`src/rtl/gon_pkg.sv`:
```
// Shared widths, FSM encoding and ready_tag field helpers for the GON Y-bus gather path.
package gon_pkg;
  localparam int ID_LEN    = 5;
  localparam int ROW_LEN   = 4;
  localparam int VALUE_LEN = 32;
  localparam int TAG_W     = ROW_LEN + ID_LEN + 1;
  localparam int READY_BIT = ROW_LEN + ID_LEN;
  localparam int ROW_LSB   = ID_LEN;

  typedef enum logic [2:0] {
    ST_IDLE  = 3'd0,
    ST_REQ   = 3'd1,
    ST_WAIT  = 3'd2,
    ST_WRITE = 3'd3,
    ST_DONE  = 3'd4
  } state_e;

  function automatic logic [TAG_W-1:0] make_tag(input logic [ROW_LEN-1:0] row,
                                                input logic [ID_LEN-1:0]  col);
    make_tag = {1'b1, row, col};
  endfunction
endpackage

```
`src/rtl/gon_tag_counter.sv`:
```
// Row-major 2-D tag counter with a running linear write address (base + row*cols + col).
module gon_tag_counter
  import gon_pkg::*;
#(
  parameter int ADDR_LEN = 16
) (
  input  logic                clk,
  input  logic                rst,
  input  logic                load,
  input  logic                advance,
  input  logic [ROW_LEN:0]    row_count,
  input  logic [ID_LEN:0]     col_count,
  input  logic [ADDR_LEN-1:0] base,
  output logic [ROW_LEN-1:0]  row,
  output logic [ID_LEN-1:0]   col,
  output logic [ADDR_LEN-1:0] addr,
  output logic                last
);
  logic [ROW_LEN-1:0]  row_q, row_d;
  logic [ID_LEN-1:0]   col_q, col_d;
  logic [ADDR_LEN-1:0] addr_q, addr_d;
  logic [ROW_LEN:0]    rcnt_q, rcnt_d;
  logic [ID_LEN:0]     ccnt_q, ccnt_d;
  logic                row_last_s, col_last_s;

  assign row_last_s = ({1'b0, row_q} == (rcnt_q - (ROW_LEN+1)'(1)));
  assign col_last_s = ({1'b0, col_q} == (ccnt_q - (ID_LEN+1)'(1)));

  // Next-state: load the window on start, step one tag per accepted write.
  always_comb begin
    row_d  = row_q;
    col_d  = col_q;
    addr_d = addr_q;
    rcnt_d = rcnt_q;
    ccnt_d = ccnt_q;
    if (load) begin
      row_d  = {ROW_LEN{1'b0}};
      col_d  = {ID_LEN{1'b0}};
      addr_d = base;
      rcnt_d = row_count;
      ccnt_d = col_count;
    end else if (advance) begin
      addr_d = addr_q + ADDR_LEN'(1);
      if (col_last_s) begin
        col_d = {ID_LEN{1'b0}};
        row_d = row_q + ROW_LEN'(1);
      end else begin
        col_d = col_q + ID_LEN'(1);
      end
    end else begin
      addr_d = addr_q;
    end
  end

  // Counter and latched window registers.
  always_ff @(posedge clk or negedge rst) begin
    if (!rst) begin
      row_q  <= {ROW_LEN{1'b0}};
      col_q  <= {ID_LEN{1'b0}};
      addr_q <= {ADDR_LEN{1'b0}};
      rcnt_q <= {(ROW_LEN+1){1'b0}};
      ccnt_q <= {(ID_LEN+1){1'b0}};
    end else begin
      row_q  <= row_d;
      col_q  <= col_d;
      addr_q <= addr_d;
      rcnt_q <= rcnt_d;
      ccnt_q <= ccnt_d;
    end
  end

  assign row  = row_q;
  assign col  = col_q;
  assign addr = addr_q;
  assign last = row_last_s & col_last_s;
endmodule

```
`src/rtl/gon_gather_sequencer.sv`:
```
// Request-side gather controller: sweeps a row/col tag window over the Y-bus and
// writes each returned value into the global buffer at a running linear address.
module gon_gather_sequencer
  import gon_pkg::*;
#(
  parameter int ADDR_LEN = 16,
  parameter int TIMEOUT  = 15
) (
  input  logic                 clk,
  input  logic                 rst,
  input  logic                 start,
  input  logic [ROW_LEN:0]     row_count,
  input  logic [ID_LEN:0]      col_count,
  input  logic [ADDR_LEN-1:0]  base_addr,
  output logic                 busy,
  output logic                 done,
  output logic                 timeout_err,
  output logic [TAG_W-1:0]     ready_tag,
  input  logic [VALUE_LEN:0]   enable_value,
  output logic                 wr_en,
  output logic [ADDR_LEN-1:0]  wr_addr,
  output logic [VALUE_LEN-1:0] wr_data,
  input  logic                 wr_ready
);
  localparam int WCNT_W = $clog2(TIMEOUT + 1);
  localparam logic [WCNT_W-1:0] WAIT_LAST = WCNT_W'(TIMEOUT - 1);

  state_e               state_q, state_d;
  logic [WCNT_W-1:0]    wait_q, wait_d;
  logic [VALUE_LEN-1:0] data_q, data_d;
  logic                 err_q, err_d;
  logic                 busy_q, busy_d;
  logic                 done_q, done_d;
  logic                 wr_en_q, wr_en_d;
  logic                 load_s, advance_s, last_s;
  logic [ROW_LEN-1:0]   row_s;
  logic [ID_LEN-1:0]    col_s;
  logic [ADDR_LEN-1:0]  addr_s;

  gon_tag_counter #(.ADDR_LEN(ADDR_LEN)) u_tag_counter (
    .clk       (clk),
    .rst       (rst),
    .load      (load_s),
    .advance   (advance_s),
    .row_count (row_count),
    .col_count (col_count),
    .base      (base_addr),
    .row       (row_s),
    .col       (col_s),
    .addr      (addr_s),
    .last      (last_s)
  );

  // Sweep FSM next-state and output decisions.
  always_comb begin
    state_d   = state_q;
    wait_d    = wait_q;
    data_d    = data_q;
    err_d     = err_q;
    busy_d    = busy_q;
    done_d    = 1'b0;
    wr_en_d   = 1'b0;
    load_s    = 1'b0;
    advance_s = 1'b0;
    case (state_q)
      ST_IDLE: begin
        if (start) begin
          load_s = 1'b1;
          err_d  = 1'b0;
          busy_d = 1'b1;
          if ((row_count == {(ROW_LEN+1){1'b0}}) || (col_count == {(ID_LEN+1){1'b0}})) begin
            state_d = ST_DONE;
            done_d  = 1'b1;
          end else begin
            state_d = ST_REQ;
          end
        end else begin
          state_d = ST_IDLE;
        end
      end
      ST_REQ: begin
        wait_d  = {WCNT_W{1'b0}};
        state_d = ST_WAIT;
      end
      ST_WAIT: begin
        // Enable is checked first so it wins over a same-cycle timeout.
        if (enable_value[VALUE_LEN]) begin
          data_d  = enable_value[VALUE_LEN-1:0];
          wr_en_d = 1'b1;
          state_d = ST_WRITE;
        end else if (wait_q == WAIT_LAST) begin
          data_d  = {VALUE_LEN{1'b0}};
          err_d   = 1'b1;
          wr_en_d = 1'b1;
          state_d = ST_WRITE;
        end else begin
          wait_d = wait_q + WCNT_W'(1);
        end
      end
      ST_WRITE: begin
        if (wr_ready) begin
          advance_s = 1'b1;
          if (last_s) begin
            state_d = ST_DONE;
            done_d  = 1'b1;
            busy_d  = 1'b0;
          end else begin
            state_d = ST_REQ;
          end
        end else begin
          wr_en_d = 1'b1;
        end
      end
      ST_DONE: begin
        busy_d  = 1'b0;
        state_d = ST_IDLE;
      end
      default: begin
        state_d = ST_IDLE;
        busy_d  = 1'b0;
      end
    endcase
  end

  // FSM state and registered outputs.
  always_ff @(posedge clk or negedge rst) begin
    if (!rst) begin
      state_q <= ST_IDLE;
      wait_q  <= {WCNT_W{1'b0}};
      data_q  <= {VALUE_LEN{1'b0}};
      err_q   <= 1'b0;
      busy_q  <= 1'b0;
      done_q  <= 1'b0;
      wr_en_q <= 1'b0;
    end else begin
      state_q <= state_d;
      wait_q  <= wait_d;
      data_q  <= data_d;
      err_q   <= err_d;
      busy_q  <= busy_d;
      done_q  <= done_d;
      wr_en_q <= wr_en_d;
    end
  end

  assign ready_tag   = ((state_q == ST_REQ) || (state_q == ST_WAIT)) ? make_tag(row_s, col_s)
                                                                      : {TAG_W{1'b0}};
  assign busy        = busy_q;
  assign done        = done_q;
  assign timeout_err = err_q;
  assign wr_en       = wr_en_q;
  assign wr_addr     = addr_s;
  assign wr_data     = data_q;
endmodule

```
`config.mk`:
```
export PLATFORM = sky130hd
export DESIGN_NAME = gon_gather_sequencer
export DESIGN_NICKNAME = d
export VERILOG_FILES = /design/src/rtl/gon_pkg.sv /design/src/rtl/gon_tag_counter.sv /design/src/rtl/gon_gather_sequencer.sv
export SDC_FILE = /design/constraint.sdc
export NUM_CORES = 1
export LEC_CHECK = 0
export CAP_MARGIN = 20
export CORE_ASPECT_RATIO = 1.5
export CORE_MARGIN = 5
export CORE_UTILIZATION = 46
export DETAILED_ROUTE_END_ITERATION = 16
export MAX_ROUTING_LAYER = met4
export PLACE_DENSITY = 0.8
export SYNTH_ARGS = -nofsm -noshare
export SYNTH_HDL_FRONTEND = slang
export SYNTH_SLANG_ARGS = --single-unit
```
`constraint.sdc`:
```
create_clock -name clk -period 2.5 [get_ports clk]
set_input_delay 0.25 -clock clk [delete_from_list [all_inputs] [get_ports clk]]
set_output_delay 0.25 -clock clk [all_outputs]
set_load 0.02 [all_outputs]
```
Word-level counts from Yosys, hierarchy flattened. Index checks and enable logic that the tools add are counted.

Register bits: 79. Bits of input ports: 64. Output and inout port bits: 62. Word-level logic and storage cells: 92.

$add $sub $neg: 6. Eq/ne operators: 13. Mux-type cells: 42. Bitwise gates (word level): 2. Reductions and logical operators: 17.

Operators by type and width (number): 32-bit two-way mux (2); 16-bit two-way mux (2); 4-bit two-way mux (5); 3-bit two-way mux (6); 1-bit two-way mux (17); 16-bit by 1-bit adder with 16-bit output (second input constant) (1); 5-bit two-way mux (3); 2-bit inequality test (second input constant) (6); 3-bit case mux with 4 select lines (1); 10-bit two-way mux (1); 2-bit nonzero test (5); 4-bit by 1-bit adder with 4-bit output (second input constant) (2); 4-bit case mux with 2 select lines (1); 4-bit AND reduction (2); 3-bit by 2-bit equality test with 1-bit output (second input constant) (2); 5-bit by 6-bit equality test with 1-bit output (1); 6-bit logical NOT (1); 1-bit case mux with 2 select lines (3); 2-bit AND reduction (3); 6-bit by 1-bit subtractor with 6-bit output (second input constant) (1); 5-bit by 1-bit adder with 5-bit output (second input constant) (1); 4-bit by 5-bit equality test with 1-bit output (1); 5-bit logical NOT (1); 5-bit by 1-bit subtractor with 5-bit output (second input constant) (1); 10 further kinds (11).

Depth between registers and ports, before layout.
Depth in word-level cells: 6. Gate-level depth with buffers: 8. Depth with buffers taken out: 7.

Cells and area by module. From an unflattened synthesis, not the netlist that was laid out.

Cell total of the unflattened synthesis: 351. Area total of the unflattened synthesis: 3891.2 sq um.

By module, submodules not included: gon_tag_counter (times used 1, cells each 208, area an instance 2004.4 sq um, sequential area each 900.9 sq um); gon_gather_sequencer (times used 1, cells each 143, area an instance 1886.8 sq um, sequential area each 1076.0 sq um).

Least setup slack after synthesis. OpenSTA, ideal clock, no wires.

Path type: flip-flop to flip-flop. Start: register wait_q[0]. End: register wait_q[3]. Library setup time: 0.078 ns. Data arrival time: 1.898 ns. Data required time: 2.423 ns. Path slack: 0.524 ns. Stages on the path, launching flop included: 8. Buffers on the path: 1. Period minus slack after synthesis: 1.976 ns. Path through: dfrtp_1 > inv_1 > ha_1 > a31o_1 > or4b_1 > buf_2 > or3_1 > a21oi_1.

Cells in the longest elaborated chain, start to end: 4. Elaborated cells between the ends (all ways): 7. Classes of those cells: add/sub: 1; eq/ne: 2; mux: 3; reduce/logical: 1.

Ends and longest elaborated chain: from (decl) (line gon_gather_sequencer.sv:29) `logic [WCNT_W-1:0] wait_q, wait_d;`; from (signal assigned) (line gon_gather_sequencer.sv:129) `wait_q <= {WCNT_W{1'b0}};`; from (signal assigned) (line gon_gather_sequencer.sv:137) `wait_q <= wait_d;`; 4-bit by 1-bit adder with 4-bit output (line gon_gather_sequencer.sv:97) `wait_d = wait_q + WCNT_W'(1);`; 4-bit two-way mux (line gon_gather_sequencer.sv:91) `end else if (wait_q == WAIT_LAST) begin`; 4-bit two-way mux (line gon_gather_sequencer.sv:87) `if (enable_value[VALUE_LEN]) begin`; 4-bit case mux with 2 select lines (line gon_gather_sequencer.sv:65) `case (state_q)`.

Parallel ways exist; a longest one is shown, timed or not. The select of a mux whose other input is x is not followed. A chain may end at the register's enable or synchronous reset.

Final worst setup path.
Start: register state_q[0]. End: output port ready_tag[8].

Cells in the longest elaborated chain, start to end: 3. Elaborated cells between the ends (all ways): 4. Classes of those cells: eq/ne: 2; mux: 1; reduce/logical: 1.

Ends and longest elaborated chain: from (decl) (line gon_gather_sequencer.sv:28) `state_e state_q, state_d;`; from (signal assigned) (line gon_gather_sequencer.sv:136) `state_q <= state_d;`; 3-bit by 1-bit equality test with 1-bit output or 3-bit by 2-bit equality test with 1-bit output (tied branches) (line gon_gather_sequencer.sv:146) `assign ready_tag = ((state_q == ST_REQ) || (state_q == ST_WAIT)) ? make_tag(row_s, col_s)`; 1-bit logical OR * (line gon_gather_sequencer.sv:146); 10-bit two-way mux * (line gon_gather_sequencer.sv:146); to (decl) (line gon_gather_sequencer.sv:18) `output logic [TAG_W-1:0] ready_tag,`.

Every way passes the cells marked *; elsewhere a longest branch is shown, timed or not.

==> results.py <==
metrics = {
    "final_layout": {
        "synthToLayoutAreaGrowth_pct": 46.0,
        "n_antenna_cell": 0,
        "layout-drive-gt1-share_pct": 6.89,
        "num-nets-final": 574,
        "finalInstanceArea_um2": 5540,
    },
    "placed_design": {
        "place.detailed.hpwl_um": 6890,
        "placed_area_um2": 5180,
        "globalplace.congestion": 0.833,
        "port-buffer-count": 125,
    },
    "clock_network": {
        "clock_tree.htree_level_count": 3,
        "cts_made_buffers": 9,
        "cts.path.max_buffers": 2,
        "cts_setup_buffers": 0,
        "clkTransAtPathRegs_ns": 0.06,
        "insertion_delay_ns": 0.34,
        "clock_sink_count": 79,
        "tritoncts": "built",
        "cts.root.buffer_cell": "sky130_fd_sc_hd__clkbuf_16",
    },
    "floorplan": {
        "floorplan.core_area_um2": 8060,
        "rows": 40,
        "i_o_pin_count": 126,
        "horizontal_die_dimension_um": 84.2,
        "dieHeight_um": 121,
        "dieArea_um2": 10200,
        "initial_core_util_pct": 47.1,
    },
    "routing": {
        "detailroute.via_count": 3320,
        "drcViolationCount": 0,
        "routed_via_density": 5.42,
        "drt_first_pass_iters": 4,
        "postRouteAntennaNets": 0,
        "detail_route.wirelength_um": 9710,
        "drt_iter0_drc": 133,
        "wl_per_cell_um": 15.8,
    },
    "worst_setup_path": {
        "worst_setup_path_end_kind": "output pin",
        "worst_path_largest_cell_delay_ns": 0.62,
        "worstSetupStartpointType": "register",
        "worst_ep_required_time_ns": 2.25,
        "critPathArrivalTime_ns": 2.04,
        "critical_path_buf_inv_count": 2,
        "crit_fanout": 11,
        "worstPathCellList": "xnor2_1, nor2_1, buf_4, and2_1, clkdlybuf4s50_1",
        "crit_slowest_cell": "sky130_fd_sc_hd__clkdlybuf4s50_1",
        "worst-setup-path-type": "reg2out",
        "critPathTopFamily": "buffers and inverters",
    },
    "global_routing": {
        "grt_first_pass_wirelength_um": 16000,
        "antenna_violations_before_repair": 0,
        "grt_pass1_vias": 3367,
        "grt-ovfl-total": 0,
        "grt_use_total_pct": 20.1,
        "grt_start_max_net_pins": 80,
    },
    "yosys": {
        "asyncSetResetFlopFracSynth_pct": 100,
        "synth.mux.area_fraction_pct": 0.528,
        "synth_edf_count": 0,
        "synth_top_area_cell": "sky130_fd_sc_hd__dfrtp_1",
        "synth_fa_ha_area_share_pct": 2.31,
        "main_combinational_cell_family_by_area_after_synthesis": "simple AND/OR/NAND/NOR gates",
        "cells_taking_the_most_area_after_synthesis": "sky130_fd_sc_hd__dfrtp_1 (52%), sky130_fd_sc_hd__a22o_1 (7.8%), sky130_fd_sc_hd__nand2_1 (5.3%), sky130_fd_sc_hd__xor2_1 (3.5%), sky130_fd_sc_hd__o21ai_0 (3.3%)",
        "number_of_distinct_library_cells_after_synthesis": 47,
        "synth.ff_latch_count": 79,
        "synth-warning-count": 0,
        "postSynth.topFlopCell": "sky130_fd_sc_hd__dfrtp_1",
        "synth_fp_nets": 447,
        "syn-cell-area_um2": 3790,
        "syn-mean-instance-area_um2": 10.1,
        "synth-compound-area-share_pct": 16.2,
        "netlist_instances": 376,
        "synth_simple_gate_area_share_pct": 19.2,
        "yosys.area.top_type_share_pct": 52.1,
        "synth-xor-area-share_pct": 6.46,
        "synth_seq_area_share_pct": 52.1,
    },
    "timing": {
        "timing.setup.tns_ns": 0,
        "final.setup_skew_ns": 0.00494,
        "final-hold-violation-count": 0,
        "slew_headroom_pct": 62.9,
        "grt_setup_unrepaired": "false",
        "worst_slew_pin_slew_ns": 0.552,
        "maxClockFrequency_mhz": 436,
        "timing.final.max_slew_violations": 0,
        "post-route-min-period_ns": 2.29,
        "post-route-period-util_pct": 91.7,
        "setup-violations-final": 0,
    },
    "worst_hold_path": {
        "worst_hold_path_type": "in2async",
    },
    "power": {
        "static-leakage-power_nw": 2.34,
        "max-vdd-ir-drop_uv": 552,
        "total_power_w": 0.00689,
        "power.density_cell_area_nw_per_um2": 1240,
    },
    "outcome": {
        "outcome": "finished, final reports clean",
    },
    "run": {
        "max_cap_viol_count": 0,
    },
}
metal layers:
metal / wire, µm / share of wire (%) / GRT usage, %
met1: 3990 / 41 / 23.8
met3: 612 / 6.3 / 3.13
met5: 0 / 0 / -
met4: 176 / 1.8 / 8.95
met2: 4930 / 51 / 33.8
path summary, 6_finish.rpt:
check	cells after the start	slack [ns]	start	endpoint
hold / removal	2	0.25	rst	u_tag_counter.ccnt_q[3]
max in group asynchronous	3	1.69	rst	u_tag_counter.ccnt_q[0]
hold reg to reg	1	0.50	wr_data[14]	wr_data[14]
min in group clk	3	0.46	base_addr[0]	u_tag_counter.addr[0]
setup / recovery	5	0.21	state_q[0]	ready_tag[8]
setup reg to reg	6	0.41	wait_q[0]	wait_q[3]
state kept, by name (all words and copies together), names as in the netlist:
name                  count
wr_data                  32
wr_en                     1
u_tag_counter.addr       16
u_tag_counter.ccnt_q      6
u_tag_counter.col         5
u_tag_counter.row         4
state_q                   3
done                      1
timeout_err               1
wait_q                    4
busy                      1
u_tag_counter.rcnt_q      5
synth_stat cells, types with 2 or more instances:
master and instances:
sky130_fd_sc_hd__nand4_1 5, sky130_fd_sc_hd__and2_1 11, sky130_fd_sc_hd__o211ai_1 3, sky130_fd_sc_hd__nand3_1 16, sky130_fd_sc_hd__inv_1 10, sky130_fd_sc_hd__or3_1 2
sky130_fd_sc_hd__nand3b_1 2, sky130_fd_sc_hd__or4_1 3, sky130_fd_sc_hd__nand2b_1 5, sky130_fd_sc_hd__o32ai_1 2, sky130_fd_sc_hd__and3_1 5, sky130_fd_sc_hd__buf_2 5
sky130_fd_sc_hd__o21ai_0 25, sky130_fd_sc_hd__nor2_1 19, sky130_fd_sc_hd__o31ai_1 2, sky130_fd_sc_hd__ha_1 7, sky130_fd_sc_hd__clkbuf_1 15, sky130_fd_sc_hd__dfrtp_1 79
sky130_fd_sc_hd__nand2_1 54, sky130_fd_sc_hd__a21oi_1 7, sky130_fd_sc_hd__o41ai_1 2, sky130_fd_sc_hd__mux2i_1 2, sky130_fd_sc_hd__xor2_1 15, sky130_fd_sc_hd__a31oi_1 2
sky130_fd_sc_hd__nor4_1 2, sky130_fd_sc_hd__xnor2_1 13, sky130_fd_sc_hd__a22o_1 34, sky130_fd_sc_hd__nor3b_1 3, sky130_fd_sc_hd__nor3_1 8
cell families (layout without fill, tap and decap cells):
logic type               Yosys count  count (layout)
adder cells (fa/ha/maj)            7               7
buffers and inverters             31             163
AO/OA/AOI/OAI                     85              85
AND/OR/NAND/NOR                  144             144
multiplexers                       2               2
XOR/XNOR                          28              28
flip-flops                        79              79
cell usage in the layout, fill, tap and decap left out, drive strengths merged, types with 5 or more instances in the layout:
master / netlist / final
a21oi: 7 / 7
a22o: 34 / 34
and2: 11 / 11
and3: 5 / 5
buf: 6 / 12
clkbuf: 15 / 9
clkdlybuf4s50: 0 / 124
dfrtp: 79 / 79
ha: 7 / 7
inv: 10 / 10
nand2: 54 / 54
nand2b: 5 / 5
nand3: 16 / 16
nand4: 6 / 6
nor2: 19 / 19
nor3: 9 / 9
o21ai: 25 / 25
xnor2: 13 / 13
xor2: 15 / 15
through the flow:
step	instances	setup WS, ns	hold slack [ns]	util [%]
final	613	0.208	0.248	68.8
after global routing	613	0.0705	0.264	68.8
after CTS	611	0.192	0.111	68.3
after floorplan	376	0.524	-0.0456	-
after global placement	595	0.374	0.464	64.3
after detailed placement	595	0.327	0.471	64.3
what timing repair did:
action / CTS / global route
hold buffers: 0 / 1
gates resized for setup: 0 / 0
endpoints found under the hold margin: 0 / 3
cell type report:
class	count	area [µm²]
clock inverter	7	97.6
multi-input combinational	266	1700
inverter	10	37.5
fill	630	2520
tap	105	131
sequential	79	1980
clock buffer	9	225
timing repair buffer	137	1370
power by group:
part | total, W | internal (W) | switching (W)
sequential | 0.00226 | 0.00181 | 0.000459
combinational | 0.00323 | 0.00157 | 0.00166
clock | 0.00140 | 0.000875 | 0.000525
Note: power is estimated with default switching activity, not from simulation.
